`src/rtl/alu_tmr_pkg.sv`:
```
// alu_tmr_pkg: shared types and the bitwise majority helper for the ALU TMR voter.
// Contents: tmr_lane_e lane index, tmr_log_entry_t error-log entry, majority3().
package alu_tmr_pkg;

    localparam int TMR_CNT_WIDTH = 16;
    localparam int TMR_TUPLE_W   = 34;

    typedef enum logic [1:0] {
        NONE = 2'd0,
        L1   = 2'd1,
        L2   = 2'd2,
        L3   = 2'd3
    } tmr_lane_e;

    typedef struct packed {
        logic [2:0]               mask;
        logic [TMR_CNT_WIDTH-1:0] stamp;
    } tmr_log_entry_t;

    function automatic logic [TMR_TUPLE_W-1:0] majority3(
        input logic [TMR_TUPLE_W-1:0] a,
        input logic [TMR_TUPLE_W-1:0] b,
        input logic [TMR_TUPLE_W-1:0] c
    );
        return (a & b) | (a & c) | (b & c);
    endfunction

endpackage

```
`src/rtl/alu_tmr_err_fifo.sv`:
```
// alu_tmr_err_fifo: synchronous FIFO with empty flag and sticky drop-on-full overflow.
// Ports: clk_i, rst_ni (async, active-low), clear_i (sync flush), push_i/data_i,
//        pop_i, data_o (head, zero when empty), empty_o, overflow_o.
module alu_tmr_err_fifo #(
    parameter int DW    = 19,
    parameter int DEPTH = 4
) (
    input  logic          clk_i,
    input  logic          rst_ni,
    input  logic          clear_i,
    input  logic          push_i,
    input  logic [DW-1:0] data_i,
    input  logic          pop_i,
    output logic [DW-1:0] data_o,
    output logic          empty_o,
    output logic          overflow_o
);

    localparam int AW = $clog2(DEPTH);

    logic [DW-1:0] mem_q [DEPTH];
    logic [AW-1:0] wr_q, rd_q;
    logic [AW:0]   cnt_q;
    logic          ovf_q;
    logic          full, do_push, do_pop;

    assign empty_o    = cnt_q == '0;
    assign full       = cnt_q == (AW+1)'(DEPTH);
    // A pop frees the slot a simultaneous push needs, so full+pop+push succeeds.
    assign do_pop     = pop_i && !empty_o;
    assign do_push    = push_i && (!full || do_pop);
    assign data_o     = empty_o ? '0 : mem_q[rd_q];
    assign overflow_o = ovf_q;

    always_ff @(posedge clk_i or negedge rst_ni) begin
        if (!rst_ni) begin
            for (int i = 0; i < DEPTH; i++) mem_q[i] <= '0;
            wr_q  <= '0;
            rd_q  <= '0;
            cnt_q <= '0;
            ovf_q <= 1'b0;
        end else if (clear_i) begin
            wr_q  <= '0;
            rd_q  <= '0;
            cnt_q <= '0;
            ovf_q <= 1'b0;
        end else begin
            if (do_push) begin
                mem_q[wr_q] <= data_i;
                wr_q        <= wr_q + 1'b1;
            end
            if (do_pop) rd_q <= rd_q + 1'b1;
            cnt_q <= cnt_q + (AW+1)'(do_push) - (AW+1)'(do_pop);
            if (push_i && !do_push) ovf_q <= 1'b1;
        end
    end

endmodule

```
`src/rtl/alu_tmr_voter.sv`:
```
// alu_tmr_voter: bitwise-majority voter over three ALU observation lanes with error
// classification, saturating error counter, sticky fatal flag and time-stamped log.
// Ports: clk_i, rst_ni (async, active-low), en_i, clear_i, three lanes of
//        alu_result/alu_cmp_result/alu_ready; voted_* outputs, mismatch_o,
//        faulty_lane_o, fatal_o, err_cnt_o; log_rd_i pop, log_valid_o, log_mask_o,
//        log_stamp_o, log_overflow_o.
module alu_tmr_voter import alu_tmr_pkg::*; #(
    parameter int CNT_WIDTH = 16,
    parameter int LOG_DEPTH = 4
) (
    input  logic                 clk_i,
    input  logic                 rst_ni,
    input  logic                 en_i,
    input  logic                 clear_i,
    input  logic [31:0]          alu_result_zoix1_i,
    input  logic [31:0]          alu_result_zoix2_i,
    input  logic [31:0]          alu_result_zoix3_i,
    input  logic                 alu_cmp_result_zoix1_i,
    input  logic                 alu_cmp_result_zoix2_i,
    input  logic                 alu_cmp_result_zoix3_i,
    input  logic                 alu_ready_zoix1_i,
    input  logic                 alu_ready_zoix2_i,
    input  logic                 alu_ready_zoix3_i,
    output logic [31:0]          voted_result_o,
    output logic                 voted_cmp_result_o,
    output logic                 voted_ready_o,
    output logic                 mismatch_o,
    output logic [1:0]           faulty_lane_o,
    output logic                 fatal_o,
    output logic [CNT_WIDTH-1:0] err_cnt_o,
    input  logic                 log_rd_i,
    output logic                 log_valid_o,
    output logic [2:0]           log_mask_o,
    output logic [CNT_WIDTH-1:0] log_stamp_o,
    output logic                 log_overflow_o
);

    logic [TMR_TUPLE_W-1:0] lane1, lane2, lane3, vote;
    logic [2:0]             mask;
    tmr_lane_e              lane_sel;
    logic                   hit, multi;

    logic [TMR_TUPLE_W-1:0] voted_q;
    logic                   mismatch_q, mismatch_d;
    logic [1:0]             faulty_q, faulty_d;
    logic                   fatal_q, fatal_d;
    logic [CNT_WIDTH-1:0]   cnt_q, cnt_d;
    logic [CNT_WIDTH-1:0]   stamp_q;
    logic [CNT_WIDTH+2:0]   log_head;
    logic                   log_empty;

    assign lane1 = {alu_result_zoix1_i, alu_cmp_result_zoix1_i, alu_ready_zoix1_i};
    assign lane2 = {alu_result_zoix2_i, alu_cmp_result_zoix2_i, alu_ready_zoix2_i};
    assign lane3 = {alu_result_zoix3_i, alu_cmp_result_zoix3_i, alu_ready_zoix3_i};

    always_comb begin
        vote       = majority3(lane1, lane2, lane3);
        mask       = en_i ? {lane3 != vote, lane2 != vote, lane1 != vote} : 3'b000;
        lane_sel   = mask == 3'b001 ? L1 : mask == 3'b010 ? L2 : mask == 3'b100 ? L3 : NONE;
        multi      = (mask != 3'b000) && (lane_sel == NONE);
        // Clear wins: a mismatch in the clearing cycle leaves no trace at all.
        hit        = (mask != 3'b000) && !clear_i;
        mismatch_d = hit;
        faulty_d   = hit ? lane_sel : NONE;
        fatal_d    = !clear_i && (fatal_q || (hit && multi));
        cnt_d      = clear_i ? '0 : (hit && cnt_q != '1) ? cnt_q + 1'b1 : cnt_q;
    end

    always_ff @(posedge clk_i or negedge rst_ni) begin
        if (!rst_ni) begin
            voted_q    <= '0;
            mismatch_q <= 1'b0;
            faulty_q   <= '0;
            fatal_q    <= 1'b0;
            cnt_q      <= '0;
            stamp_q    <= '0;
        end else begin
            voted_q    <= vote;
            mismatch_q <= mismatch_d;
            faulty_q   <= faulty_d;
            fatal_q    <= fatal_d;
            cnt_q      <= cnt_d;
            stamp_q    <= stamp_q + 1'b1;
        end
    end

    alu_tmr_err_fifo #(
        .DW    (CNT_WIDTH + 3),
        .DEPTH (LOG_DEPTH)
    ) u_log (
        .clk_i      (clk_i),
        .rst_ni     (rst_ni),
        .clear_i    (clear_i),
        .push_i     (hit),
        .data_i     ({mask, stamp_q}),
        .pop_i      (log_rd_i),
        .data_o     (log_head),
        .empty_o    (log_empty),
        .overflow_o (log_overflow_o)
    );

    assign voted_result_o     = voted_q[33:2];
    assign voted_cmp_result_o = voted_q[1];
    assign voted_ready_o      = voted_q[0];
    assign mismatch_o         = mismatch_q;
    assign faulty_lane_o      = faulty_q;
    assign fatal_o            = fatal_q;
    assign err_cnt_o          = cnt_q;
    assign log_valid_o        = !log_empty;
    assign log_mask_o         = log_head[CNT_WIDTH+2:CNT_WIDTH];
    assign log_stamp_o        = log_head[CNT_WIDTH-1:0];

endmodule

```
`config.mk`:
```
export PLATFORM = sky130hd
export DESIGN_NAME = alu_tmr_voter
export DESIGN_NICKNAME = d
export VERILOG_FILES = /design/src/rtl/alu_tmr_pkg.sv /design/src/rtl/alu_tmr_err_fifo.sv /design/src/rtl/alu_tmr_voter.sv
export SDC_FILE = /design/constraint.sdc
export NUM_CORES = 1
export LEC_CHECK = 0
export CORE_UTILIZATION = 51
export CTS_BUF_LIST = sky130_fd_sc_hd__clkbuf_8
export CTS_CLUSTER_SIZE = 20
export DETAILED_ROUTE_END_ITERATION = 8
export DONT_BUFFER_PORTS = 1
export HOLD_SLACK_MARGIN = 0.05
export PLACE_DENSITY = 0.66
export SYNTH_ARGS = -nofsm -noshare
export SYNTH_HDL_FRONTEND = slang
export SYNTH_HIERARCHICAL = 1
export SYNTH_SLANG_ARGS = --single-unit
```
`constraint.sdc`:
```
create_clock -name clk_i -period 5.03 [get_ports clk_i]
set_input_delay 1.006 -clock clk_i [delete_from_list [all_inputs] [get_ports clk_i]]
set_output_delay 1.006 -clock clk_i [all_outputs]
set_load 0.01 [all_outputs]
```
==> results.json, run 1 <==
{
  "wl_per_cell_um": 20.1,
  "drt_iter0_markers": 286,
  "root_buffer": "clkbuf_8",
  "hold_violations": 0,
  "ys.flop_type": "dfrtp_1",
  "syn_nets": 940,
  "grt_pass1_wl_um": 34100,
  "grt_max_degree": 155,
  "wl_met1_um": 8660,
  "timing.rr.start": "u_log/cnt_q[1]",
  "ys.warnings.count": 6,
  "die_h_um": 133,
  "cts_sinks": 154,
  "synthToLayoutAreaGrowth_pct": 6.79,
  "holdWs_ns": 0.253,
  "synth.distinct_cells": 68,
  "antenna_cells": 0,
  "grt.total_usage": 0.249,
  "synth-seq-cells": 154,
  "initial_core_util": 0.525,
  "start_kind": "input port",
  "cts_resized": 0,
  "async_flop_share": 1.00,
  "antenna_found_initial": 0,
  "clkTransAtPathRegs_ns": 0.10,
  "fin_crit_ns": 4.05,
  "setup_tns_ns": 0,
  "min_path_type": "input port to async pin",
  "crit_arrival_ns": 4.41,
  "core_um2": 16700,
  "dieArea_um2": 17700,
  "maxCapViolations": 0,
  "grt_setup_unrepaired": "false",
  "max_freq_mhz": 247,
  "fin_nets": 947,
  "postPlaceCellArea_um2": 9020,
  "htreeDepth": 4,
  "final_core_util": 0.561,
  "met3_length_um": 1420,
  "p_total_mw": 2.89,
  "required_ns": 5.39,
  "netlist_instances": 824,
  "dpl.hpwl_um": 15700,
  "die_w_um": 133,
  "ir_drop_mv": 0.166,
  "drc": 0,
  "syn-cell-area_um2": 8780,
  "final_cell_mix": "dfrtp_1 (154), nor2_1 (93), mux2_2 (78)",
  "critPathKind": "input port to register",
  "reg2reg_depth": 10,
  "slew-limit-headroom": 0.323,
  "top_layer": "met4",
  "vias": 6431,
  "cts_tree": "done",
  "hold_buffers": 0,
  "dp_cells": 1032,
  "firstDrtPassIters": 4,
  "dr_wl_met2_um": 10900,
  "avgViaCountPerCell": 6.04,
  "fin_cells": 1064,
  "globalplace.congestion": 0.924,
  "setup_viol": 0,
  "status": "completed",
  "r2r_slack_ns": 2.25,
  "fillers": 1433,
  "grt_overflow": 0,
  "numCtsBuffers": 17,
  "stdcell_area_um2": 9370,
  "drive_above_1_share": 0.194,
  "mostFrequentLayoutCell": "dfrtp_1",
  "leakage_nw": 4.03,
  "ant_nets": 0,
  "ys_seq_area_frac": 0.439,
  "clock_latency_ns": 0.45,
  "cts_setup_buffers": 0,
  "preCtsSetupSlack_ns": 0.456,
  "rows": 47,
  "endpoint_kind": "register",
  "io_pins": 182,
  "clockBufferDepth": 2,
  "worst_pin_slew_ns": 1.02,
  "grt_pass1_vias": 6464,
  "avgSynthCellArea_um2": 10.7,
  "setup_slack_ns": 0.984,
  "startpoint": "alu_result_zoix3_i[21]",
  "port_buffers": 0,
  "power.density_nw_per_um2": 308,
  "path_max_fanout": 8,
  "synth_edf_count": 0,
  "slew_violations": 0,
  "wirelength_um": 21400,
  "fin_skew_ns": 0.0141,
  "period_share": 0.804
}
==> critical path: stages <==
cell	delay [ns]
nor2b_1	0.12
a2111oi_0	0.56
o2111ai_1	0.27
nor3_1	0.31
nand3_2	0.21
o31ai_4	0.29
inv_1	0.17
nand2b_1	0.16
ha_1	0.25
inv_1	0.06
ha_1	0.13
inv_1	0.05
fa_1	0.37
xor2_1	0.16
and2_1	0.17
nor3_1	0.12
==> worst paths after layout <==
kind	to
min in group clk_i	u_log/mem_q[20]
min	voted_q[27]
max in group asynchronous	u_log/rd_q[1]
min reg2reg	u_log/mem_q[20]
max reg2reg	u_log/cnt_q[2]
max	u_log/cnt_q[2]
==> area by class of cell <==
cell class,count,area [um^2],share of cell area
flip-flops and latches,154,3850,0.411
clock buffers,17,234,0.0250
well taps,220,275,0.0294
multi-input cells,621,4730,0.504
clock inverters,15,116,0.0124
repair buffers,7,52.6,0.00561
inverters,30,113,0.0120
==> cell usage after synthesis (all sizes together), types with 13 or more instances <==
library cell | instances | area, um^2
dfrtp | 154 | 3850
nor2 | 93 | 349
mux2 | 78 | 878
a21oi | 54 | 270
nor2b | 49 | 307
o21a | 34 | 255
inv | 30 | 113
nor3b | 25 | 188
nand2 | 24 | 90.1
mux4 | 19 | 428
nand3 | 19 | 100
nand4 | 16 | 106
o22ai | 16 | 100
and3 | 14 | 88.8
and3b | 13 | 114
mux2i | 13 | 130
==> state kept, by name (all words and copies together) (netlist names) <==
register,flops
stamp_q,16
faulty_lane_o,2
fatal_o,1
u_log/rd_q,2
u_log/mem_q,76
mismatch_o,1
voted_q,34
err_cnt_o,16
u_log/wr_q,2
u_log/overflow_o,1
u_log/cnt_q,3
==> layer usage <==
layer	vias up	track usage
met2	182	0.433
met5	-	0
li1	3047	-
met1	3173	0.295
met3	29	0.0776
met4	0	0.0758
==> power breakdown <==
| group | switching [mW] | total [mW] | internal [mW] |
|---|---|---|---|
| registers | 0.0980 | 1.44 | 1.34 |
| logic | 0.292 | 0.595 | 0.302 |
| clock network | 0.499 | 0.849 | 0.350 |
| total | 0.890 | 2.89 | 2.00 |
==> cells by family (layout without fill, tap and decap cells) <==
kind of cell               Yosys count  after routing  synth area share
DFF                                154            154             0.439
AOI/OAI and AO/OA                  157            157             0.122
muxes                              110            110             0.164
adders and majority gates           11             11            0.0160
xor gates and xnor gates            18             18            0.0180
buffers and inverters               49             69            0.0262
and+or+nand+nor                    325            325             0.215
No activity file was read; power rests on OpenSTA's default activity.
==> run 2: changes to the inputs <==
- clock period: 5.03 -> 4.01 ns (I/O delays scaled with it)
==> results.json, run 2 (synthesis gave the netlist of run 1 again) <==
{
  "status": "completed",
  "clkTransAtPathRegs_ns": 0.09,
  "reg2reg_depth": 10,
  "antenna_cells": 0,
  "grt_pass1_wl_um": 35000,
  "largest_reg_flops": 76,
  "avgViaCountPerCell": 6.16,
  "setup_tns_ns": 0,
  "grt_overflow": 0,
  "timing.rr.start": "u_log/cnt_q[1]",
  "ir_drop_mv": 0.223,
  "die_h_um": 133,
  "power.density_nw_per_um2": 394,
  "worstPathCellList": "nor2b_1 > a2111oi_0 > buf_4 > o2111ai_1 > nor4_2 > nand3_2 > o31ai_4 > inv_1 > nand2b_1 > ha_1 > inv_1 > ha_1 > inv_1 > fa_1 > xor2_1 > and2_1 > nor3_1",
  "drc": 0,
  "numCtsBuffers": 17,
  "min_path_type": "input port to async pin",
  "hold_violations": 0,
  "r2r-end": "u_log/cnt_q[2]",
  "worst_pin_slew_ns": 1.03,
  "grt.total_usage": 0.256,
  "slew-limit-headroom": 0.315,
  "clock_latency_ns": 0.46,
  "fin_crit_ns": 3.62,
  "drt_iter0_markers": 344,
  "critPathKind": "input port to register",
  "cts_sinks": 154,
  "die_w_um": 133,
  "vias": 6626,
  "wirelength_um": 21500,
  "cp_slowest_stage_delay_ns": 0.56,
  "endpoint_kind": "register",
  "maxCapViolations": 0,
  "path_max_fanout": 6,
  "setup_viol": 0,
  "synthToLayoutAreaGrowth_pct": 8.21,
  "root_buffer": "clkbuf_8",
  "reg.largest.list": "u_log/mem_q x76, voted_q x34",
  "initial_core_util": 0.525,
  "stdcell_area_um2": 9500,
  "clockBufferDepth": 2,
  "required_ns": 4.39,
  "mostFrequentLayoutCell": "dfrtp_1",
  "dpl.hpwl_um": 15500,
  "rows": 47,
  "max_freq_mhz": 276,
  "crit_arrival_ns": 4.00,
  "dieArea_um2": 17700,
  "cts_setup_buffers": 0,
  "final_cell_mix": "dfrtp_1 (154), nor2_1 (93), mux2_2 (78)",
  "port_buffers": 0,
  "cts_tree": "done",
  "postPlaceCellArea_um2": 9100,
  "core_um2": 16700,
  "htreeDepth": 4,
  "ant_nets": 0,
  "cp_slowest_cell": "a2111oi_0",
  "fin_nets": 958,
  "io_pins": 182,
  "slew_violations": 0,
  "grt_pass1_vias": 6774,
  "crit_top_cell": "inv_1",
  "leakage_nw": 4.10,
  "wl_per_cell_um": 20.0,
  "antenna_found_initial": 0,
  "cts_resized": 0,
  "period_share": 0.903,
  "start_kind": "input port",
  "firstDrtPassIters": 5,
  "r2r_slack_ns": 1.30,
  "grt_setup_unrepaired": "false",
  "top_register": "u_log/mem_q",
  "globalplace.congestion": 0.881,
  "fin_skew_ns": 0.0138,
  "drive_above_1_share": 0.205,
  "grt_max_degree": 155
}
-- run 2: report_power, final --
part	internal, mW	leakage (nW)	total (mW)	switching [mW]
Clock	0.539	0.196	1.17	0.628
Sequential	1.69	2.02	1.81	0.119
Combinational	0.392	1.88	0.767	0.375
-- run 2: worst max path at each step --
stage / from / to / slack [ns] / cells after the start
floorplan: alu_result_zoix3_i[28] / u_log/cnt_q[2] / 0.14 / 16
global placement: alu_result_zoix3_i[29] / u_log/cnt_q[2] / -0.06 / 17
detailed placement: alu_result_zoix3_i[29] / u_log/cnt_q[2] / -0.13 / 17
CTS: alu_result_zoix3_i[29] / u_log/cnt_q[2] / 0.36 / 17
global route: alu_result_zoix3_i[29] / u_log/cnt_q[2] / 0.1 / 17
finish: alu_result_zoix3_i[29] / u_log/cnt_q[2] / 0.39 / 17
-- run 2: cell type report --
class | count | area (um^2)
clock inverter | 13 | 131
multi-input combinational | 621 | 4730
inverter | 30 | 113
timing repair buffer | 18 | 135
tap | 220 | 275
clock buffer | 19 | 262
fill | 1454 | 7200
sequential | 154 | 3850
-- run 2: metal layers --
layer,vias to the layer above,wire [um],GRT usage
met5,-,0,0
met4,0,665,0.114
met3,46,1490,0.0727
met2,231,10800,0.427
met1,3274,8560,0.308
li1,3075,-,-
-- run 2: per-stage QoR --
step | power [mW] | std cells | util | setup slack [ns] | hold slack (ns)
floorplan | 2.41 | 824 | - | 0.137 | 0.475
global placement | 2.58 | 1043 | 0.545 | -0.0600 | 0.483
detailed placement | 2.62 | 1043 | 0.545 | -0.129 | 0.490
CTS | 3.78 | 1075 | 0.569 | 0.359 | 0.0108
global route | 3.93 | 1075 | 0.569 | 0.0983 | 0.00446
finish | 3.74 | 1075 | 0.569 | 0.388 | 0.0435
-- run 2: critical path: cells and delay by family --
family | cells | cell delay (ns)
fa+ha+maj | 3 | 0.74
buf+inv | 4 | 0.40
simple gates | 6 | 0.96
xor+xnor | 1 | 0.16
compound gates | 3 | 0.95
